File: src/rtl/ctrl_packer_pkg.sv
// Shared defaults for the control-word packer.
// The state encoding lives inside ctrl_packer; only sizing defaults are shared.
package ctrl_packer_pkg;

  // Default slot count of one output bundle.
  localparam int DEF_NUM_FETCH    = 2;

  // Default width of one decoded control word.
  localparam int DEF_BUFFER_WIDTH = 155;

endpackage

File: src/rtl/ctrl_packer_if.sv
// Handshake bundle between the producer, the packer and the bundle consumer.
//
// Handshake rule for both channels: a transfer (fire) happens on a rising clk
// edge where valid and ready are both 1. The producer holds the payload stable
// while valid is high. Ready may depend combinationally on the other channel.
interface ctrl_packer_if
  import ctrl_packer_pkg::*;
#(
  parameter int NUM_FETCH    = DEF_NUM_FETCH,
  parameter int BUFFER_WIDTH = DEF_BUFFER_WIDTH
);

  // Input channel: one control word per fire
  logic                              packer_in_control_valid_i;
  logic                              packer_in_control_ready_o;
  logic [BUFFER_WIDTH-1:0]           packer_in_control_signals_i;
  logic                              packer_in_last_i;
  logic                              packer_close_i;

  // Output channel: one closed bundle per fire
  logic                              packer_out_control_valid_o;
  logic                              packer_out_control_ready_i;
  logic [BUFFER_WIDTH*NUM_FETCH-1:0] packer_out_control_signals_o;
  logic [NUM_FETCH-1:0]              packer_out_control_mask_o;

  // Packer side
  modport slave (
    input  packer_in_control_valid_i,
    output packer_in_control_ready_o,
    input  packer_in_control_signals_i,
    input  packer_in_last_i,
    input  packer_close_i,
    output packer_out_control_valid_o,
    input  packer_out_control_ready_i,
    output packer_out_control_signals_o,
    output packer_out_control_mask_o
  );

  // Producer/consumer side
  modport master (
    output packer_in_control_valid_i,
    input  packer_in_control_ready_o,
    output packer_in_control_signals_i,
    output packer_in_last_i,
    output packer_close_i,
    input  packer_out_control_valid_o,
    output packer_out_control_ready_i,
    input  packer_out_control_signals_o,
    input  packer_out_control_mask_o
  );

endinterface

File: src/rtl/ctrl_packer_bin2one.sv
// Binary to one-hot decoder: turns the packer write pointer into per-slot
// write enables. Out-of-range codes decode to all zeros.
module bin2one #(
  parameter int N = 2,
  parameter int W = 1
) (
  input  logic [W-1:0] i_bin,
  output logic [N-1:0] o_onehot
);

  // Compare the code against every slot index
  always_comb begin
    o_onehot = '0;
    for (int i = 0; i < N; i++) begin
      if (i_bin == W'(i)) begin
        o_onehot[i] = 1'b1;
      end
    end
  end

endmodule

File: src/rtl/ctrl_packer.sv
// Packs a stream of control words into bundles of NUM_FETCH slots.
// FILL collects words into consecutive slots; HOLD presents the closed bundle
// until the consumer takes it. A new word arriving in the same cycle the held
// bundle leaves starts the next bundle in slot 0 with no bubble.
module ctrl_packer
  import ctrl_packer_pkg::*;
#(
  parameter int NUM_FETCH    = DEF_NUM_FETCH,
  parameter int BUFFER_WIDTH = DEF_BUFFER_WIDTH
) (
  input  logic           clk,
  input  logic           rst,
  input  logic           flush_i,
  ctrl_packer_if.slave   pk,
  output logic           o_dbg_state
);

  localparam int PTR_W  = $clog2(NUM_FETCH);
  localparam int DATA_W = BUFFER_WIDTH * NUM_FETCH;

  typedef enum logic {
    FILL = 1'b0,
    HOLD = 1'b1
  } state_t;

  state_t               r_state;
  state_t               w_state_nxt;
  logic [PTR_W-1:0]     r_wptr;
  logic [PTR_W-1:0]     w_wptr_nxt;
  logic [NUM_FETCH-1:0] r_mask;
  logic [NUM_FETCH-1:0] w_mask_nxt;
  logic [DATA_W-1:0]    r_data;
  logic [DATA_W-1:0]    w_data_nxt;

  logic [NUM_FETCH-1:0] w_slot_we;
  logic                 w_in_ready;
  logic                 w_in_fire;
  logic                 w_out_fire;

  // Slot write enables from the write pointer
  bin2one #(
    .N (NUM_FETCH),
    .W (PTR_W)
  ) u_bin2one (
    .i_bin    (r_wptr),
    .o_onehot (w_slot_we)
  );

  // Input is accepted whenever a bundle is open, or when the held bundle leaves
  always_comb begin
    w_in_ready = 1'b1;
    if (r_state == HOLD) begin
      w_in_ready = pk.packer_out_control_ready_i;
    end
  end

  assign w_in_fire  = pk.packer_in_control_valid_i & w_in_ready;
  assign w_out_fire = (r_state == HOLD) & pk.packer_out_control_ready_i;

  assign pk.packer_in_control_ready_o    = w_in_ready;
  assign pk.packer_out_control_valid_o   = (r_state == HOLD);
  assign pk.packer_out_control_signals_o = r_data;
  assign pk.packer_out_control_mask_o    = r_mask;
  assign o_dbg_state                     = r_state;

  // Next-state, pointer, mask and slot data
  always_comb begin
    w_state_nxt = r_state;
    w_wptr_nxt  = r_wptr;
    w_mask_nxt  = r_mask;
    w_data_nxt  = r_data;
    case (r_state)
      FILL: begin
        if (w_in_fire) begin
          // An arriving word wins over a force-close in the same cycle
          for (int i = 0; i < NUM_FETCH; i++) begin
            if (w_slot_we[i]) begin
              w_data_nxt[BUFFER_WIDTH*i +: BUFFER_WIDTH] = pk.packer_in_control_signals_i;
            end
          end
          w_mask_nxt = r_mask | w_slot_we;
          if ((r_wptr == PTR_W'(NUM_FETCH - 1)) || pk.packer_in_last_i) begin
            w_state_nxt = HOLD;
            w_wptr_nxt  = '0;
          end else begin
            w_wptr_nxt  = r_wptr + PTR_W'(1);
          end
        end else if (pk.packer_close_i && (|r_mask)) begin
          // Close an open, non-empty bundle early
          w_state_nxt = HOLD;
          w_wptr_nxt  = '0;
        end
      end
      HOLD: begin
        if (w_out_fire) begin
          w_state_nxt = FILL;
          w_wptr_nxt  = '0;
          w_mask_nxt  = '0;
          w_data_nxt  = '0;
          if (w_in_fire) begin
            // Start the next bundle in slot 0 while the old one leaves
            w_data_nxt[BUFFER_WIDTH-1:0] = pk.packer_in_control_signals_i;
            w_mask_nxt[0]                = 1'b1;
            if (pk.packer_in_last_i) begin
              w_state_nxt = HOLD;
            end else begin
              w_wptr_nxt  = PTR_W'(1);
            end
          end
        end
      end
      default: begin
        w_state_nxt = FILL;
      end
    endcase
  end

  // State register; reset beats flush, flush beats every other event
  always_ff @(posedge clk) begin
    if (rst) begin
      r_state <= FILL;
      r_wptr  <= '0;
      r_mask  <= '0;
      r_data  <= '0;
    end else if (flush_i) begin
      r_state <= FILL;
      r_wptr  <= '0;
      r_mask  <= '0;
      r_data  <= '0;
    end else begin
      r_state <= w_state_nxt;
      r_wptr  <= w_wptr_nxt;
      r_mask  <= w_mask_nxt;
      r_data  <= w_data_nxt;
    end
  end

endmodule

File: src/flat_wrapper.sv
// flat-port wrapper written by rule: the top's interface ports become plain ports
module ctrl_packer_flat import ctrl_packer_pkg::*;
#(
  parameter int NUM_FETCH    = DEF_NUM_FETCH,
  parameter int BUFFER_WIDTH = DEF_BUFFER_WIDTH
)
  (clk, rst, flush_i, o_dbg_state, pk_packer_in_control_valid_i, pk_packer_in_control_ready_o, pk_packer_in_control_signals_i, pk_packer_in_last_i, pk_packer_close_i, pk_packer_out_control_valid_o, pk_packer_out_control_ready_i, pk_packer_out_control_signals_o, pk_packer_out_control_mask_o);
  ctrl_packer_if #(.NUM_FETCH(NUM_FETCH), .BUFFER_WIDTH(BUFFER_WIDTH)) pk_i ();
  input  logic clk;
  input  logic rst;
  input  logic flush_i;
  output logic o_dbg_state;
  input wire logic [$bits(pk_i.packer_in_control_valid_i)-1:0] pk_packer_in_control_valid_i;
  output wire logic [$bits(pk_i.packer_in_control_ready_o)-1:0] pk_packer_in_control_ready_o;
  input wire logic [$bits(pk_i.packer_in_control_signals_i)-1:0] pk_packer_in_control_signals_i;
  input wire logic [$bits(pk_i.packer_in_last_i)-1:0] pk_packer_in_last_i;
  input wire logic [$bits(pk_i.packer_close_i)-1:0] pk_packer_close_i;
  output wire logic [$bits(pk_i.packer_out_control_valid_o)-1:0] pk_packer_out_control_valid_o;
  input wire logic [$bits(pk_i.packer_out_control_ready_i)-1:0] pk_packer_out_control_ready_i;
  output wire logic [$bits(pk_i.packer_out_control_signals_o)-1:0] pk_packer_out_control_signals_o;
  output wire logic [$bits(pk_i.packer_out_control_mask_o)-1:0] pk_packer_out_control_mask_o;
  assign pk_i.packer_in_control_valid_i = pk_packer_in_control_valid_i;
  assign pk_packer_in_control_ready_o = pk_i.packer_in_control_ready_o;
  assign pk_i.packer_in_control_signals_i = pk_packer_in_control_signals_i;
  assign pk_i.packer_in_last_i = pk_packer_in_last_i;
  assign pk_i.packer_close_i = pk_packer_close_i;
  assign pk_packer_out_control_valid_o = pk_i.packer_out_control_valid_o;
  assign pk_i.packer_out_control_ready_i = pk_packer_out_control_ready_i;
  assign pk_packer_out_control_signals_o = pk_i.packer_out_control_signals_o;
  assign pk_packer_out_control_mask_o = pk_i.packer_out_control_mask_o;
  ctrl_packer #(.NUM_FETCH(NUM_FETCH), .BUFFER_WIDTH(BUFFER_WIDTH)) u_core (.clk(clk), .rst(rst), .flush_i(flush_i), .pk(pk_i), .o_dbg_state(o_dbg_state));
endmodule
File: config.mk
export PLATFORM = sky130hd
export DESIGN_NAME = ctrl_packer_flat
export DESIGN_NICKNAME = d
export VERILOG_FILES = /design/src/rtl/ctrl_packer_pkg.sv /design/src/rtl/ctrl_packer_if.sv /design/src/rtl/ctrl_packer_bin2one.sv /design/src/rtl/ctrl_packer.sv /design/src/flat_wrapper.sv
export SDC_FILE = /design/constraint.sdc
export NUM_CORES = 1
export LEC_CHECK = 0
export ABC_AREA = 0
export CORE_AREA = 2 2 185 187
export CTS_BUF_LIST = sky130_fd_sc_hd__clkbuf_4 sky130_fd_sc_hd__clkbuf_8 sky130_fd_sc_hd__clkbuf_16
export DETAILED_ROUTE_END_ITERATION = 16
export DIE_AREA = 0 0 187 189
export GPL_ROUTABILITY_DRIVEN = 0
export HOLD_SLACK_MARGIN = 0.15
export PLACE_DENSITY = 0.69
export SLEW_MARGIN = 10
export SYNTH_ARGS = -nofsm -noshare
export SYNTH_HDL_FRONTEND = slang
export SYNTH_SLANG_ARGS = --single-unit
File: constraint.sdc
create_clock -name clk -period 1.71 [get_ports clk]
set_input_delay 0.342 -clock clk [delete_from_list [all_inputs] [get_ports clk]]
set_output_delay 0.342 -clock clk [all_outputs]
set_load 0.005 [all_outputs]
==> results.yml <==
worst_setup_path:
  cp.arrival_ns: 1.33
  worstPathRequired_ns: 1.37
  cpLargestDelayFamily: "buffers and inverters"
  cp.depth: 1
  cp-start-kind: "register"
  cp_max_fo: 2
  cp.buffers_inverters: 1
  path_cells: "clkdlybuf4s50_1"
  rr_worst_depth: 5
  cp_slowest_cell: "clkdlybuf4s50_1"
  crit_type: "reg2out"
  end_kind: "output port"
  cp_slowest_stage_delay_ns: 0.52
grt:
  grt_max_degree: 78
  overflow: 0
  grt_pass1_vias: 12280
  track_usage: 0.2461
  antenna_found_initial: 3
  grt_pass1_wl_um: 70470
routing:
  viasPerCell: 5.454
  vias: 12760
  wl_um: 45930
  first_pass_iters: 5
  drtIter0Drc: 753
  post_drt_wl_per_cell_um: 19.64
  route.detailed.drc: 0
  antenna_left: 0
cells_and_area:
  layout.nets: 2024
  final_area_sq_um: 18840
  drive_gt1_frac: 0.09534
  fin_cells: 2339
  post-route-util: 0.5661
  syn_to_final_growth_pct: 55.10
sta:
  max_freq_mhz: 597.8
  hold_violations: 0
  finalCritPeriodShare: 0.9783
  skew_ns: 0.01184
  whs_ns: 0.3867
  finalWorstSetupSlack_ns: 0.03719
  min_period_ns: 1.673
  maxSlewViolCount: 0
  worst_pin_slew_ns: 0.6689
  relSlewSlack: 0.5541
  setup_viol_count_final: 0
synthesis:
  synth-seq-cells: 314
  syn_area_sq_um: 12150
  synth_nets: 1604
  synth_cell_types: 22
  yosys_warnings: 0
  ys_seq_area_frac: 0.5175
  synthTopCellsByArea: "dfxtp_1 52%, a21oi_1 13%, nand3_1 13%"
  avgSynthCellArea_sq_um: 8.423
  synth_top_area_frac: 0.5175
  synth.largest_area_cell: "dfxtp_1"
  synthCells: 1442
clock_network:
  htreeDepth: 2
  clockRootBuffer: "clkbuf_16"
  cts_tree: "built"
  cts_made_buffers: 35
  cts.clk_slew.worst_paths_ns: 0.06
  clock_path_buffers: 3
  clock_latency_ns: 0.50
  cts_sinks: 314
  hold_buffers: 0
power:
  p_sw_mw: 3.968
  peakVddDrop_mv: 0.5196
  leakagePower_nw: 8.536
  p_seq_frac: 0.446
  power_frac_clock: 0.453
  power.density_nw_per_um2: 897.0
  pwr-share-comb: 0.102
  p_int_mw: 12.93
  switching_share: 0.2348
floorplanning:
  fp.dieW_um: 187
  core_sq_um: 33280
  ios: 477
  rows: 67
  fp.dieArea_sq_um: 35340
  die_y_um: 189
  initial_core_util: 0.3650
run_status:
  status: "finished clean"
placed_design:
  port-buffer-count: 476
  dpl.cell_count: 2271
  place_area_sq_um: 17600
  dp_slack_ns: -0.2117
  dpl.hpwl_um: 31620
min_path:
  holdPathStages: 4
  min_path_type: "in2reg"
flow_run:
  maxCapViolations: 0
-- power by group through the flow --
stage / registers [mW] / clock network (mW) / logic [mW]
floorplan: 7.70 / 0 / 0.716
global placement: 7.69 / 0 / 1.77
detailed placement: 7.70 / 0 / 1.78
CTS: 7.53 / 7.78 / 1.73
global route: 7.55 / 8.09 / 1.84
finish: 7.53 / 7.65 / 1.72
-- layer usage --
| metal | global-route usage | up-vias | wire length (um) |
|---|---|---|---|
| met1 | 0.2984 | 6097 | 18350 |
| met5 | 0 | - | 0 |
| met4 | 0.1023 | 0 | 1782 |
| met3 | 0.06487 | 103 | 3658 |
| li1 | - | 6026 | - |
| met2 | 0.4145 | 531 | 22140 |
-- per-stage QoR --
step | total power, mW | TNS [ns]
2_1_floorplan | 8.415 | 0
3_3_place_gp | 9.462 | -22.26
3_5_place_dp | 9.478 | -33.13
4_1_cts | 17.04 | 0
5_1_grt | 17.48 | -0.01986
6_report | 16.90 | 0
-- sequential cells by signal, indices dropped and copies added, names as in the netlist --
signal and cells:
u_core.pk.packer_out_control_mask_o 2, u_core.pk.packer_out_control_signals_o 310, u_core.o_dbg_state 1, u_core.r_wptr 1
-- placed cells by master (no fill, tap or decap), types with 5 or more instances in the layout --
master           synthesis  layout
a21oi_1                312     312
buf_12                   0      31
buf_4                    3      51
clkbuf_16                0      37
clkbuf_4                 0      10
clkbuf_8                 0       5
clkdlybuf4s50_1          0     202
clkinv_2                 0       7
dfxtp_1                314     285
dfxtp_2                  0      28
dlygate4sd2_1            0     183
dlymetal6s2s_1           0      90
nand2_1                158     157
nand3_1                311     311
o211ai_1               155     155
-- repair_timing --
| item | CTS | global route |
|---|---|---|
| setup endpoints to repair | 194 | 103 |
| gates resized for setup | 200 | 103 |
| buffers inserted | 2 | 0 |
-- cells by family (layout without fill, tap and decap cells) --
group,count (synthesis),count (layout),share of synthesized area
AO/OA/AOI/OAI,473,473,0.2275
AND/OR/NAND/NOR,481,481,0.1828
buffers and inverters,174,620,0.07210
flip-flops,314,314,0.5175
other,0,3,0
-- Yosys cell counts --
| library cell | instances |
|---|---|
| o21ai_0 | 3 |
| buf_6 | 10 |
| and2_1 | 1 |
| clkbuf_1 | 48 |
| and3b_1 | 1 |
| or3b_1 | 1 |
| buf_4 | 3 |
| nor2_1 | 4 |
| nand2_1 | 158 |
| o21a_1 | 1 |
| nand3_1 | 311 |
| or2_2 | 1 |
| buf_1 | 4 |
| dfxtp_1 | 314 |
| buf_2 | 108 |
| a21oi_1 | 312 |
| nand2b_1 | 3 |
| clkbuf_2 | 1 |
| o211ai_1 | 155 |
| o31ai_1 | 1 |
| o32ai_1 | 1 |
| nand3b_1 | 1 |
-- final timing paths --
kind                                                                            endpoint                                                startpoint  slack [ns]
worst min register to register  u_core.pk.packer_out_control_signals_o[101]$_SDFFE_PP0P_  u_core.pk.packer_out_control_signals_o[101]$_SDFFE_PP0P_        0.46
worst min-delay path              u_core.pk.packer_out_control_signals_o[3]$_SDFFE_PP0P_                              pk_packer_in_control_valid_i        0.39
worst max-delay path                                pk_packer_out_control_signals_o[111]  u_core.pk.packer_out_control_signals_o[111]$_SDFFE_PP0P_        0.04
worst max register to register  u_core.pk.packer_out_control_signals_o[108]$_SDFFE_PP0P_                             u_core.o_dbg_state$_SDFF_PP0_        0.17
-- final cells by class --
type	count	area, sq um
diodes	3	7.507
clock buffers	52	1070
clock inverters	11	111.4
fillers	3044	14440
multi-input cells	954	5011
flip-flops and latches	314	6325
well taps	448	560.5
repair buffers	557	5754
No activity file was read; power rests on OpenSTA's default activity.
